[src/rtl/uart_tx_out.sv]
// ============================================================================
//  Module   : uart_tx_out
//  Brief    : 8N1 serial transmitter for the CPU OUT port. The UART_TX_PARITY_EN
//             macro inserts an even-parity bit, giving an 8E1 frame.
//  Revision : 1.0 - initial release
// ============================================================================
`default_nettype none

module uart_tx_out #(
   parameter int CLKS_PER_BIT = 16
) (
   input  logic       clk,
   input  logic       rst_n,
   input  logic [7:0] data,
   input  logic       send,
   output logic       busy,
   output logic       done,
   output logic       tx
);

   localparam int            c_BW        = $clog2(CLKS_PER_BIT);
   localparam logic [c_BW-1:0] c_BAUD_LAST = c_BW'(CLKS_PER_BIT - 1);

   typedef enum logic [2:0] {
      S_IDLE   = 3'd0,
      S_START  = 3'd1,
      S_DATA   = 3'd2,
`ifdef UART_TX_PARITY_EN
      S_PARITY = 3'd3,
`endif
      S_STOP   = 3'd4
   } state_t;

   state_t          r_state,   w_state;
   logic [7:0]      r_shreg,   w_shreg;
   logic [2:0]      r_bitcnt,  w_bitcnt;
   logic [c_BW-1:0] r_baudcnt, w_baudcnt;
   logic            w_tx, w_busy, w_done;
   logic            w_wrap;
`ifdef UART_TX_PARITY_EN
   logic            r_par, w_par;
`endif

   assign w_wrap = (r_baudcnt == c_BAUD_LAST);

   always_ff @(posedge clk or negedge rst_n) begin
      if (!rst_n) begin
         r_state   <= S_IDLE;
         r_shreg   <= 8'h00;
         r_bitcnt  <= 3'd0;
         r_baudcnt <= '0;
`ifdef UART_TX_PARITY_EN
         r_par     <= 1'b0;
`endif
         tx        <= 1'b1;
         busy      <= 1'b0;
         done      <= 1'b0;
      end else begin
         r_state   <= w_state;
         r_shreg   <= w_shreg;
         r_bitcnt  <= w_bitcnt;
         r_baudcnt <= w_baudcnt;
`ifdef UART_TX_PARITY_EN
         r_par     <= w_par;
`endif
         tx        <= w_tx;
         busy      <= w_busy;
         done      <= w_done;
      end
   end

   always_comb begin
      w_state   = r_state;
      w_shreg   = r_shreg;
      w_bitcnt  = r_bitcnt;
      w_baudcnt = w_wrap ? '0 : r_baudcnt + c_BW'(1);
      w_done    = 1'b0;
`ifdef UART_TX_PARITY_EN
      w_par     = r_par;
`endif
      case (r_state)
         S_IDLE: begin
            w_baudcnt = '0;
            if (send) begin
               w_shreg  = data;
               w_bitcnt = 3'd0;
`ifdef UART_TX_PARITY_EN
               w_par    = 1'b0;
`endif
               w_state  = S_START;
            end
         end
         S_START: if (w_wrap) w_state = S_DATA;
         S_DATA: begin
            if (w_wrap) begin
               w_shreg  = {1'b0, r_shreg[7:1]};
               w_bitcnt = r_bitcnt + 3'd1;
`ifdef UART_TX_PARITY_EN
               w_par    = r_par ^ r_shreg[0];
               if (r_bitcnt == 3'd7) w_state = S_PARITY;
`else
               if (r_bitcnt == 3'd7) w_state = S_STOP;
`endif
            end
         end
`ifdef UART_TX_PARITY_EN
         S_PARITY: if (w_wrap) w_state = S_STOP;
`endif
         S_STOP: begin
            if (w_wrap) begin
               w_state = S_IDLE;
               w_done  = 1'b1;
            end
         end
         default: w_state = S_IDLE;
      endcase

      // Line level is decoded from the next state so tx stays a clean flop output.
      case (w_state)
         S_START:  w_tx = 1'b0;
         S_DATA:   w_tx = w_shreg[0];
`ifdef UART_TX_PARITY_EN
         S_PARITY: w_tx = w_par;
`endif
         default:  w_tx = 1'b1;
      endcase
      w_busy = (w_state != S_IDLE);
   end

endmodule

`default_nettype wire

[config.mk]
export PLATFORM = sky130hd
export DESIGN_NAME = uart_tx_out
export DESIGN_NICKNAME = d
export VERILOG_FILES = /design/src/rtl/uart_tx_out.sv
export SDC_FILE = /design/constraint.sdc
export NUM_CORES = 1
export LEC_CHECK = 0
export CORE_UTILIZATION = 46
export DETAILED_ROUTE_END_ITERATION = 7
export PLACE_DENSITY = 0.7
export SYNTH_ARGS = -nofsm -noshare
export SYNTH_HDL_FRONTEND = slang
export SYNTH_SLANG_ARGS = --single-unit
[constraint.sdc]
create_clock -name clk -period 1.65 [get_ports clk]
set_clock_uncertainty 0.15 [all_clocks]
set_input_delay 0.4125 -clock clk [delete_from_list [all_inputs] [get_ports clk]]
set_output_delay 0.4125 -clock clk [all_outputs]
set_load 0.02 [all_outputs]
==> reports/summary.txt <==
GRT
-------------------------------------------------------------------------------
First-pass GRT wire length                                              3720 um
Largest net degree at the start of global routing                            22
Vias in the first global route                                              802
Total global routing overflow                                                 0
Total track usage                                                         20.7%
Antenna violations before repair                                              0

YOSYS
-------------------------------------------------------------------------------
Area fraction in and, or, nand and nor cells after synthesis              21.3%
Average cell area after synthesis                                     12.0 um^2
Multiplexer share of the synthesized area                                 1.12%
Post-synth EDFFs                                                              0
Top cell type by total area after synthesis                        sky130_fd_sc_hd__dfrtp_1
Unique cell type count in the Yosys netlist                                  33
Share of the synthesized area in the top cell type                        49.8%
Post-synth net total                                                         98
Synth Register Bits                                                          21
Xor-xnor portion of the synthesized cell area                            0.872%
Combined area of all synthesized cells                             0.00100 mm^2
Dominant synthesized flop cell                                     sky130_fd_sc_hd__dfrtp_1
Post-synth ARST share                                                      100%
Compound-Gate Fraction of Synth Area                                      16.6%
Mapped Cells                                                                 84
Share of synthesized area occupied by flip-flops and latches              52.4%
Main combinational cell family by area after synthesis             simple AND/OR/NAND/NOR gates
Synth warn                                                                    0
Top post-synthesis cells by area                                   sky130_fd_sc_hd__dfrtp_1 (50%), sky130_fd_sc_hd__a221o_1 (6.0%), sky130_fd_sc_hd__and3_1 (4.4%), sky130_fd_sc_hd__ha_1 (3.7%), sky130_fd_sc_hd__dfstp_2 (2.6%)
Adder and majority cell fraction of the synthesized area                  3.74%

CRITICAL PATH
-------------------------------------------------------------------------------
Required time at the endpoint of the critical path                      1.69 ns
Crit path DAT                                                           1.71 ns
Buffering stage count on the worst path with inverters included               1
Worst Setup Path Type                                              flip-flop to flip-flop
Worst-path maximum fanout                                                     7
Top Family by Delay on Critical Path                                 flip-flops
Capturing element type of the critical path                           flip-flop
Largest stage delay on the critical path                                0.48 ns
Cell chain of the critical path                                    buf_12 -> nor4b_4 -> a21oi_2 -> a221o_1
Sort of element at the start of the critical path                     flip-flop
Cell type of the slowest stage on the worst timing path            sky130_fd_sc_hd__dfrtp_2

CLOCKING
-------------------------------------------------------------------------------
Number of clock sinks                                                        21
Deepest clock path buffer count                                               2
Number of buffers created by CTS                                              3
Number of H-tree levels                                                       1
Clock tree from TritonCTS                                                   yes
Clock latency on the worst-skew pair                                    0.31 ns
Root Buffer Master                                                 sky130_fd_sc_hd__clkbuf_4
Clock Pin Slew Worst Setup and Hold Paths                               0.12 ns

POWER
-------------------------------------------------------------------------------
Switching pwr                                                          0.644 mW
Share of total power in the clock network                                 12.8%
Total power draw                                                        1.94 mW
Sequential group share of total power                                     43.2%
Combinational group share of total power                                  44.0%
Leakage                                                                0.645 nW
Power density relative to cell area                                1380 mW/mm^2
Cell internal power dissipation                                         1.30 mW
Maximum vdd ir drop                                                    0.834 mV
Sw Ratio                                                                  33.2%

PLACEMENT
-------------------------------------------------------------------------------
Gpl congestion                                                            0.751
Placement Cell Area                                                0.00129 mm^2
# port buffers                                                               13
Placed wire-length estimate                                             1440 um

TIMING
-------------------------------------------------------------------------------
Achievable Freq                                                         601 MHz
Setup ws final                                                       -0.0152 ns
Hold violation total from the final report                                    0
Total of endpoints with negative setup slack in the final report              5
Setup repair after global routing missed its margin                         yes
Tightest Pin Transition                                                0.338 ns
Slew Limit Headroom                                                       77.5%
Pins over their slew limit                                                    0
Post-route minimum period                                               1.67 ns
Worst hold slack across all endpoints                                  0.293 ns
Final critical-path share of the clock period                              101%

ROUTE
-------------------------------------------------------------------------------
Vias                                                                        823
Wirelength per Cell                                                     15.4 um
Number of DRC violations after detailed-routing iteration 0                  17
Sum of routed wire length over all layers                               2270 um
DR vias/cell                                                               5.60
Number of DRC violations after detailed routing                               0
Detailed Routing Iterations Pass 1                                            4
Remaining antenna violation count after routing                               0

WORST HOLD PATH
-------------------------------------------------------------------------------
Class of the worst hold path                                       input port to async pin

OUTCOME
-------------------------------------------------------------------------------
Failing checks                                                     setup timing
Result of the run                                                  finished with violations

DIE
-------------------------------------------------------------------------------
Initial cell density of the core                                          50.2%
Total I/O pin count                                                          14
Row count                                                                    16
Floorplan die height                                                    48.7 um
Die area                                                           0.00238 mm^2
X dimension of the die                                                  48.7 um
CORE AREA                                                          0.00200 mm^2

FINAL LAYOUT
-------------------------------------------------------------------------------
Diode count                                                                   0
Number of nets in the finished design                                       135
Most common cell after layout, fill and taps aside                 sky130_fd_sc_hd__buf_4
Top library cells by usage in the layout, fill and taps aside      sky130_fd_sc_hd__buf_4 (20), sky130_fd_sc_hd__dfrtp_1 (17), sky130_fd_sc_hd__clkdlybuf4s50_1 (10)
Area overhead of the layout relative to synthesis                         39.5%
Ratio of cells with drive above 1 in the final layout                     37.5%
Post-route cell area                                               0.00140 mm^2

JOB
-------------------------------------------------------------------------------
Number of maximum-capacitance constraint violations                           0

==> cells in the mapped netlist, types with 2 or more instances <==
cell and number:
sky130_fd_sc_hd__a21oi_1 2, sky130_fd_sc_hd__a221o_1 6, sky130_fd_sc_hd__and3_1 7, sky130_fd_sc_hd__buf_2 2
sky130_fd_sc_hd__buf_6 2, sky130_fd_sc_hd__dfrtp_1 20, sky130_fd_sc_hd__ha_1 3, sky130_fd_sc_hd__inv_1 2
sky130_fd_sc_hd__nand2_1 5, sky130_fd_sc_hd__nand3_1 3, sky130_fd_sc_hd__nor2_1 3, sky130_fd_sc_hd__nor2b_1 3
sky130_fd_sc_hd__nor3_1 2, sky130_fd_sc_hd__o21ai_0 4, sky130_fd_sc_hd__or3b_2 2
==> logic make-up after synthesis <==
logic type      Yosys count
simple gates             32
xor+xnor                  1
fa+ha+maj                 3
mux                       1
buf+inv                   6
flops                    21
compound gates           20
==> area by class of cell <==
class,count,area (um^2)
Multi-Input combinational cell,57,488
Inverter,2,7.51
Sequential cell,21,531
Tap cell,27,33.8
Timing Repair Buffer,36,315
Fill cell,159,601
Clock buffer,4,26.3
==> per-stage QoR <==
step	util, %	std cells	worst slack (ns)	TNS (ns)
finish	70.0	147	-0.0152	-0.0328
CTS	66.6	144	0.0144	0
global placement	64.5	140	-0.273	-2.85
global route	70.0	147	-0.0674	-0.397
floorplan	-	84	0.00154	0
detailed placement	64.5	140	-0.300	-3.15
==> power by group through the flow <==
stage / combinational [mW] / clock, mW / sequential (mW)
after floorplan: 0.428 / 0 / 0.842
after global routing: 0.932 / 0.272 / 0.859
after CTS: 0.731 / 0.259 / 0.843
final: 0.854 / 0.248 / 0.839
after detailed placement: 0.723 / 0 / 0.846
after global placement: 0.703 / 0 / 0.838
==> worst paths after layout <==
path / slack [ns] / from / cells past startpoint / end
setup / recovery: -0.02 / r_state[0]$_DFF_PN0_ / 4 / r_shreg[5]$_DFFE_PN0P_
hold / removal: 0.29 / rst_n / 2 / r_shreg[3]$_DFFE_PN0P_
setup reg to reg: -0.02 / r_state[0]$_DFF_PN0_ / 4 / r_shreg[5]$_DFFE_PN0P_
hold reg to reg: 0.37 / r_shreg[4]$_DFFE_PN0P_ / 1 / r_shreg[4]$_DFFE_PN0P_
max in group asynchronous: 0.78 / rst_n / 2 / tx$_DFF_PN1_
min in group clk: 0.37 / r_shreg[4]$_DFFE_PN0P_ / 1 / r_shreg[4]$_DFFE_PN0P_
==> per-layer routing <==
metal | GRT usage, % | wire, um | vias to the layer above
met5 | 0 | 0 | -
met1 | 28.1 | 1040 | 405
li1 | - | - | 393
met3 | 3.14 | 67 | 7
met2 | 31.9 | 1120 | 18
met4 | 10.8 | 47 | 0
==> sequential cells by signal, indices dropped and copies added (netlist names) <==
signal	cells
r_bitcnt	3
r_state	3
busy	1
r_shreg	8
done	1
r_baudcnt	4
tx	1
==> repair_timing <==
action	4_1_cts	5_1_grt
resized for setup	12	8
endpoints found under the hold margin	0	0
pin swaps	4	3
hold buffers	0	0
endpoints found under the setup margin	16	10
buffers inserted	0	3
Note: power is estimated with default switching activity, not from simulation.
